--- config.mk ---
export PLATFORM = sky130hd
export DESIGN_NAME = fifo_rd_stream
export DESIGN_NICKNAME = d
export VERILOG_FILES = /design/src/rtl/fifo_rd_stream.sv
export SDC_FILE = /design/constraint.sdc
export NUM_CORES = 1
export LEC_CHECK = 0
export ABC_AREA = 1
export CORE_ASPECT_RATIO = 1.2
export CORE_MARGIN = 3
export CORE_UTILIZATION = 57
export CTS_CLUSTER_DIAMETER = 150
export DETAILED_ROUTE_END_ITERATION = 8
export DONT_BUFFER_PORTS = 1
export GPL_ROUTABILITY_DRIVEN = 0
export HOLD_SLACK_MARGIN = 0.03
export PLACE_DENSITY = 0.86
export SYNTH_ARGS = -nofsm -noshare
export SYNTH_HDL_FRONTEND = slang
export SYNTH_SLANG_ARGS = --single-unit
export TNS_END_PERCENT = 30
--- constraint.sdc ---
create_clock -name rd_clk -period 2.28 [get_ports rd_clk]
set_clock_uncertainty 0.2 [all_clocks]
set_input_delay 0.342 -clock rd_clk [delete_from_list [all_inputs] [get_ports rd_clk]]
set_output_delay 0.342 -clock rd_clk [all_outputs]
set_load 0.005 [all_outputs]
--- src/rtl/fifo_rd_stream.sv ---
// Read-side drainer for the async FIFO: pops with one-cycle read latency
// into a 3-entry skid buffer and presents words on a valid/ready stream.
module fifo_rd_stream #(
  parameter int D_SIZE = 8,
  parameter int CNT_W  = 16
) (
  input  logic              rd_clk,
  input  logic              r_rst,
  input  logic              en,
  input  logic              flush,
  input  logic              fifo_rd_empty,
  input  logic [D_SIZE-1:0] fifo_d_output,
  output logic              fifo_rd_inc,
  output logic              m_valid,
  output logic [D_SIZE-1:0] m_data,
  input  logic              m_ready,
  output logic [CNT_W-1:0]  rd_count,
  output logic [CNT_W-1:0]  drop_count
);

  logic [1:0]        occ_q, occ_d;
  logic              pend_q;
  logic [D_SIZE-1:0] buf_q [3];
  logic [D_SIZE-1:0] buf_d [3];
  logic [CNT_W-1:0]  rd_q, rd_d;
  logic [CNT_W-1:0]  drop_q, drop_d;
  logic [2:0]        used;
  logic [1:0]        wr_idx;
  logic              deq;
  logic              cap;

  // Counting in-flight pops reserves a slot for every word still en route
  assign used        = {1'b0, occ_q} + {2'b00, pend_q};
  assign fifo_rd_inc = en & ~flush & ~fifo_rd_empty & (used <= 3'd2);

  assign m_valid    = (occ_q != 2'd0);
  assign m_data     = buf_q[0];
  assign rd_count   = rd_q;
  assign drop_count = drop_q;

  assign deq    = m_valid & m_ready & ~flush;
  assign cap    = pend_q & ~flush;
  assign wr_idx = occ_q - {1'b0, deq};

  always_comb begin
    buf_d  = buf_q;
    occ_d  = occ_q;
    rd_d   = rd_q;
    drop_d = drop_q;
    if (flush) begin
      occ_d  = 2'd0;
      drop_d = drop_q + CNT_W'(used);
    end else begin
      if (deq) begin
        buf_d[0] = buf_q[1];
        buf_d[1] = buf_q[2];
      end
      if (cap) begin
        buf_d[wr_idx] = fifo_d_output;
      end
      occ_d = occ_q + {1'b0, cap} - {1'b0, deq};
      rd_d  = rd_q + CNT_W'(deq);
    end
  end

  always_ff @(posedge rd_clk or negedge r_rst) begin
    if (!r_rst) begin
      occ_q  <= 2'd0;
      pend_q <= 1'b0;
      rd_q   <= '0;
      drop_q <= '0;
      for (int i = 0; i < 3; i++) begin
        buf_q[i] <= '0;
      end
    end else begin
      occ_q  <= occ_d;
      pend_q <= fifo_rd_inc;
      rd_q   <= rd_d;
      drop_q <= drop_d;
      buf_q  <= buf_d;
    end
  end

endmodule

After elaboration in Yosys (flattened, before gate mapping)
Cells that the tools add are included.
W data, S select, Z words.
- bits in registers: 59
- input port bits: 14
- output and inout bits: 42
- word-level logic and storage cells: 35
- $add $sub $neg: 6
- order comparisons: 3
- multiplexer cells: 7
- bitwise gates (word level): 9
- reductions and logical operators: 3
- operators by type and width (cell ; count):
    $mux W16 ; 2
    $bwmux W24 ; 1
    $mux W24 ; 1
    $add A16 B1 Y16 ; 1
    $add A16 B3 Y16 ; 1
    $demux W8 S2 ; 1
    $mux W8 ; 1
    $and A1 B1 Y1 ; 6
    $sub A2 B1 Y2 ; 2
    $add A2 B1 Y3 ; 1
    $ge A3 B3 Y1 const B ; 1
    $le A3 B2 Y1 const B ; 1
    $lt A3 B1 Y1 const B ; 1
    $not A2 Y3 ; 1
    $add A2 B1 Y2 ; 1
    $mux W2 ; 1
    $not A1 Y1 ; 2
    $reduce_and A2 Y1 ; 1
    $reduce_bool A2 Y1 ; 1
    $logic_and A1 B1 Y1 ; 1

Logic depth before layout (Yosys ltp)
Gate-level depths: netlist of run 1.
- depth in word-level cells: 11
- gate-level depth with buffers: 14
- mapped depth without buffers: 13

Worst setup path after synthesis of run 1
Ideal clock, no wire load.
- path type: reg-to-reg
- start: register pend_q
- end: register drop_q[10], in the netlist drop_count[10]
- setup time: 122 ps
- arrival time: 1899 ps
- required time: 1958 ps
- slack: 59 ps
- cell stages (with the launch flop): 13
- path buffers: 0
- clock period less this slack: 2221 ps
- cell sequence: dfrtp_1 -> ha_1 -> inv_1 -> ha_1 -> inv_1 -> fa_1 -> inv_1 -> nand2_1 -> nand2_1 -> nand2_1 -> nor2_4 -> nand2_1 -> xor2_1
- longest elaborated chain between the ends: 2
- RTL lines (what ; line ; text):
    start, declared ; 22 ; logic pend_q;
    start signal, assigned ; 77 ; pend_q <= fifo_rd_inc;
    $add A2 B1 Y3 ; 33 ; assign used = {1'b0, occ_q} + {2'b00, pend_q};
    $add A16 B3 Y16 ; 52 ; drop_d = drop_q + CNT_W'(used);
    end signal, assigned ; 79 ; drop_q <= drop_d;
    end, declared ; 26 ; logic [CNT_W-1:0] drop_q, drop_d;
No other way between the ends.
A chain may end at the register's enable or synchronous reset.

Worst setup path after layout of run 1
- start: register pend_q
- end: register drop_q[13], in the netlist drop_count[13]
The elaborated chain is that of the path after synthesis.

==> metrics.yaml, run 1 <==
drt_iter0_drc: 159
cts-htree-levels: 3
num_rows: 29
relSlewSlack: 0.774
rsz0062_at_grt: "true"
grt_max_degree: 60
drc: 0
grt_pass1_wl_mm: 11.4
regArea_mm2: 0.00148
synthCells: 375
die_area_mm2: 0.00649
synth.distinct_cells: 29
cts-root-buf: "clkbuf_8"
tightestPinTransition_ns: 0.337
cts_tree: "done"
crit_path_end_kind: "flip-flop"
synth_nets: 401
syn_area_mm2: 0.00317
drv_cap: 0
n_antenna_cell: 0
hp-class: "input port to flip-flop"
die_y_um: 87.7
drive_above_1_share: 0.212
grt_pass1_vias: 2520
clock_sinks: 59
cts_made_buffers: 9
antenna_found_initial: 0
grt_use_met2: 0.372
clock_path_buffers: 2
clock_latency_ns: 0.33
synth_area_leaders: "dfrtp_1 47%, nand2_1 11%, nand3_1 5.7%, inv_1 5.6%, nor2_1 4.5%"
wire_per_inst_um: 16.5
cp.arrival_ns: 2.33
leakagePower_nw: 1.89
hold_viol: 0
initial_core_util: 0.594
crit_required_ns: 2.35
p_per_area_mw_per_mm2: 745
start_kind: "flip-flop"
finalSetupViolations: 0
core-area_mm2: 0.00533
grt_use_total: 0.227
status: "finished clean"
min_period_over_period: 0.994
synth_seq_cells: 59
dr_total_vias: 2595
synth.avg_cell_area_um2: 8.44
crit_path_max_fanout: 4
gr-total-overflow: 0
dp_hpwl_mm: 4.31
final_core_util: 0.719
drv_slew: 0
nets: 427
peakVddDrop_uv: 437
busiest_layer: "met2"
die_x_um: 74.0
yosysSeqAreaShare: 0.466
synth_top_cell_by_area: "dfrtp_1"
multi_input_area_mm2: 0.00162
drt_wl_total_mm: 7.72
dr.pass1.iters: 5
fmax_mhz: 441
postRouteAntennaNets: 0
fin_total_pwr_w: 0.00286
numPortBuffers: 0
use_met3: 0.0758
area_growth_pct: 21.2
via_per_inst: 5.56
path_class: "flip-flop to flip-flop"
tns_ns: 0
clkTransAtPathRegs_ns: 0.06
synth_top_area_share: 0.466
use_met1: 0.263
fillers: 346
fin_crit_ns: 2.27
ios: 56
yosysWarnings: 0
-- worst paths after layout --
| kind | start | endpoint | slack (ns) | cells past startpoint |
|---|---|---|---|---|
| max | pend_q | drop_count[13] | 0.01 | 11 |
| min | flush | rd_count[3] | 0.06 | 3 |
| max reg2reg | pend_q | drop_count[13] | 0.01 | 11 |
| min reg2reg | flip-flop | flip-flop | 0.28 | 2 |
| max in group asynchronous | r_rst | occ_q[1] | 1.31 | 2 |
| min in group asynchronous | r_rst | rd_count[15] | 0.33 | 2 |
-- cells in the final DEF (no fill, tap or decap), types with 3 or more instances in the layout --
cell type,Yosys,routed
nor2_1,38,33
xnor2_1,10,10
buf_4,8,12
clkbuf_8,0,12
nand4_1,7,7
o21ai_1,14,14
nand2_2,1,6
nand2_1,97,89
nand3_1,36,30
xor2_1,11,11
inv_2,2,6
nand3_2,4,9
nand2_4,3,5
nor2_2,2,4
o21ai_0,3,3
dlygate4sd3_1,0,14
ha_4,0,8
dfrtp_1,59,59
ha_1,11,3
nor2_4,3,6
inv_1,47,41
-- cell type report --
| class | count | area share |
|---|---|---|
| Multi-Input combinational cell | 251 | 0.421 |
| Sequential cell | 59 | 0.385 |
| Timing Repair Buffer | 29 | 0.0730 |
| Inverter | 51 | 0.0538 |
| Clock buffer | 14 | 0.0450 |
| Tap cell | 62 | 0.0202 |
| Clock inverter | 1 | 0.00196 |
-- timing repair --
item / CTS / global route
setup buffers: 4 / 3
gates cloned: 0 / 1
resized for setup: 11 / 45
endpoints found under the setup margin: 8 / 47
hold endpoints to repair: 93 / 0
pin swaps: 7 / 21
hold buffers: 15 / 0
-- worst max-delay path, cell delays in order (launching register included) --
cell,delay [ns]
dfrtp_1,0.42
ha_4,0.19
inv_4,0.06
ha_4,0.20
buf_6,0.13
ha_4,0.28
nand3_1,0.15
nand3_2,0.15
nand3_2,0.11
nor2_1,0.15
nand3_1,0.09
nand2_1,0.07
-- per-stage QoR --
step / hold WS (ns) / worst slack [ns] / area (µm²) / cells
6_report: 0.0564 / 0.0133 / 3840 / 467
5_1_grt: 0.0657 / -0.0904 / 3840 / 467
4_1_cts: 0.0322 / 0.00285 / 3600 / 463
3_5_place_dp: -0.153 / -0.0240 / 3170 / 429
3_3_place_gp: -0.153 / 0.0702 / 3170 / 429
2_1_floorplan: -0.154 / 0.0593 / 3170 / 375
-- synth_stat cells, drive strengths merged --
cell / count
inv: 51
nand4: 7
nor3: 3
dfrtp: 59
xnor2: 11
o21ai: 19
nand3: 40
buf: 15
fa: 1
nand2: 101
nor2: 44
a21oi: 1
ha: 11
nor3b: 1
xor2: 11
-- logic make-up after synthesis --
group                    count (synthesis)  share of synthesized area
AO/OA/AOI/OAI                           20                     0.0340
XOR/XNOR                                22                     0.0632
adder cells (fa/ha/maj)                 12                     0.0498
buffers and inverters                   66                      0.103
flip-flops                              59                      0.466
AND/OR/NAND/NOR                        196                      0.284
-- layer usage --
layer / wire [µm] / share of wire / vias to the layer above
met1: 3050 / 0.40 / 1250
li1: - / - / 1214
met3: 427 / 0.055 / 35
met2: 3860 / 0.50 / 96
met5: 0 / 0 / -
met4: 378 / 0.049 / 0
-- report_power, final --
group	total (W)	leakage (nW)	switching, W	internal, W
Sequential	0.00141	0.757	0.000180	0.00123
Clock	0.000868	0.0888	0.000389	0.000479
Combinational	0.000577	1.05	0.000316	0.000261
Note: power is estimated with default switching activity, not from simulation.
==> inputs of run 2 (changes only) <==
Settings changed: CORE_UTILIZATION 57 to 63, PLACE_DENSITY 0.86 to 0.9, SLEW_MARGIN set to 20.
Clock period 2.28 ns to 2.5 ns, I/O delays scaled along.
==> run 2 against run 1 <==
Utilization rose by 3.4 points. Worst setup slack improved by 0.12 ns. Critical path depth fell by 1.
==> metrics.yaml, run 2 (synthesis results as in run 1) <==
slowest_delay_ns: 0.41  # was 0.42 ns
critPathBufInv: 1  # was 2
rr_endpoint: "drop_count[13]"  # unchanged
hp-class: "input port to flip-flop"  # unchanged
holdCritStartpoint: "flush"  # unchanged
clock_sinks: 59  # unchanged
busiest_layer: "met2"  # unchanged
peakVddDrop_uv: 558  # was 437 µV
use_met3: 0.0988  # was 0.0758
cts_tree: "done"  # unchanged
min_to: "rd_count[4]"  # was rd_count[3]
r2r_cells: 10  # was 11
grt_use_met2: 0.401  # was 0.372
cp.depth: 10  # was 11
grt_max_degree: 60  # unchanged
crit_path_max_fanout: 5  # was 4
wire_per_inst_um: 15.3  # was 16.5 µm
p_switching_w: 0.000752  # was 0.000885 W
via_per_inst: 5.60  # was 5.56
p_int_w: 0.00183  # was 0.00197 W
cp.arrival_ns: 2.45  # was 2.33 ns
grt_pass1_vias: 2536  # was 2520
r2r_setup_slack_ns: 0.14  # was 0.01 ns
finalSetupViolations: 0  # unchanged
grt_pass1_wl_mm: 11.6  # was 11.4 mm
use_met1: 0.272  # was 0.263
clkTransAtPathRegs_ns: 0.07  # was 0.06 ns
initial_core_util: 0.670  # was 0.594
dr.pass1.iters: 4  # was 5
gr-total-overflow: 0  # unchanged
final_common_cell: "nand2_1"  # unchanged
clock_latency_ns: 0.35  # was 0.33 ns
dp_hpwl_mm: 4.52  # was 4.31 mm
hold_depth: 3  # unchanged
crit_chain: "ha_2 > buf_4 > ha_1 > ha_1 > nand3_1 > nand3_1 > nand3_1 > nor2_1 > nand3_1 > nand2_1"  # was ha_4 > inv_4 > ha_4 > buf_6 > ha_4 > nand3_1 > nand3_2 > nand3_2 > nor2_1 > nand3_1 > nand2_1
fillers: 288  # was 346
n_antenna_cell: 0  # unchanged
p_clk_frac: 0.338  # was 0.304
num_rows: 27  # was 29
nets: 419  # was 427
instances_no_fill: 455  # was 467
die_area_mm2: 0.00592  # was 0.00649 mm²
worst_path_max_delay_cell: "dfrtp_1"  # unchanged
crit_path_end_kind: "flip-flop"  # unchanged
fmax_mhz: 423  # was 441 MHz
crit_required_ns: 2.59  # was 2.35 ns
area_growth_pct: 12.6  # was 21.2%
leakagePower_nw: 1.84  # was 1.89 nW
die_y_um: 83.7  # was 87.7 µm
dr_total_vias: 2549  # was 2595
numPortBuffers: 0  # unchanged
most-common-layout-cells: "95 x nand2_1, 59 x dfrtp_1, 46 x inv_1"  # was 89 x nand2_1, 59 x dfrtp_1, 41 x inv_1
antenna_found_initial: 0  # unchanged
drv_cap: 0  # unchanged
tns_ns: 0  # unchanged
drt_iter0_drc: 159  # unchanged
ios: 56  # unchanged
min_period_over_period: 0.945  # was 0.994
core-area_mm2: 0.00473  # was 0.00533 mm²
tightestPinTransition_ns: 0.406  # was 0.337 ns
multi_input_area_mm2: 0.00139  # was 0.00162 mm²
worstReg2RegStart: "pend_q"  # unchanged
status: "finished clean"  # unchanged
grt_use_total: 0.247  # was 0.227
drive_above_1_share: 0.113  # was 0.212
clock_path_buffers: 2  # unchanged
relSlewSlack: 0.728  # was 0.774
fin_crit_ns: 2.36  # was 2.27 ns
cts_made_buffers: 9  # unchanged
final_core_util: 0.754  # was 0.719
drt_wl_total_mm: 6.94  # was 7.72 mm
start_kind: "flip-flop"  # unchanged
postRouteAntennaNets: 0  # unchanged
regArea_mm2: 0.00148  # unchanged
cts-htree-levels: 3  # unchanged
drv_slew: 0  # unchanged
cp_top_family: "simple AND/OR/NAND/NOR gates"  # unchanged
path_class: "flip-flop to flip-flop"  # unchanged
pwr-share-seq: 0.493  # was 0.494
cts-root-buf: "clkbuf_8"  # unchanged
drc: 0  # unchanged
finalHoldWorstSlack_ns: 0.0813  # was 0.0564 ns
hold_viol: 0  # unchanged
p_per_area_mw_per_mm2: 724  # was 745 mW/mm²
placed_cells: 420  # was 429
crit_top_cell: "nand3_1"  # was ha_4
die_x_um: 70.7  # was 74.0 µm
pwr-share-comb: 0.170  # was 0.202
p_sw_frac: 0.291  # was 0.310
## run 2: how the worst max path moves through the flow
stage,slack [ns],to,startpoint
floorplan,0.28,drop_count[10],pend_q
global placement,0.20,drop_count[10],pend_q
detailed placement,0.13,drop_count[10],pend_q
CTS,0.12,drop_count[10],pend_q
global route,-0.007,drop_count[14],pend_q
finish,0.14,drop_count[13],pend_q
## run 2: area by class of cell
type | instances | area share
clock buffer | 13 | 0.0446
sequential | 59 | 0.414
timing repair buffer | 22 | 0.0646
clock inverter | 2 | 0.00983
tap | 58 | 0.0204
inverter | 51 | 0.0558
multi-input combinational | 250 | 0.391
## run 2: power groups by stage
stage / clock network [W] / registers (W) / logic, W
2_1_floorplan: 0 / 0.00123 / 0.000384
3_3_place_gp: 0 / 0.00128 / 0.000324
3_5_place_dp: 0 / 0.00129 / 0.000347
4_1_cts: 0.000879 / 0.00127 / 0.000421
5_1_grt: 0.000928 / 0.00130 / 0.000497
6_report: 0.000872 / 0.00127 / 0.000438
## run 2: what timing repair did
item / 4_1_cts / 5_1_grt
resized for setup: 0 / 7
hold endpoints to repair: 92 / 0
setup endpoints to repair: 0 / 3
hold buffers: 19 / 0
buffers inserted: 0 / 1
## run 2: tightest hold or removal path, delay by kind of cell
family | cells | cell delay, ns
XOR/XNOR | 1 | 0.07
AND/OR/NAND/NOR | 2 | 0.13
## run 2: per-layer routing
metal,vias up,wire length (µm)
met4,0,264
li1,1204,-
met1,1209,2650
met3,22,595
met2,114,3430
met5,-,0
## run 2: metrics by stage
stage | power, W | instance area [µm²] | worst slack [ns]
floorplan | 0.00162 | 3170 | 0.279
global placement | 0.00161 | 3130 | 0.204
detailed placement | 0.00164 | 3130 | 0.132
CTS | 0.00257 | 3530 | 0.119
global route | 0.00272 | 3560 | -0.00735
finish | 0.00258 | 3560 | 0.138
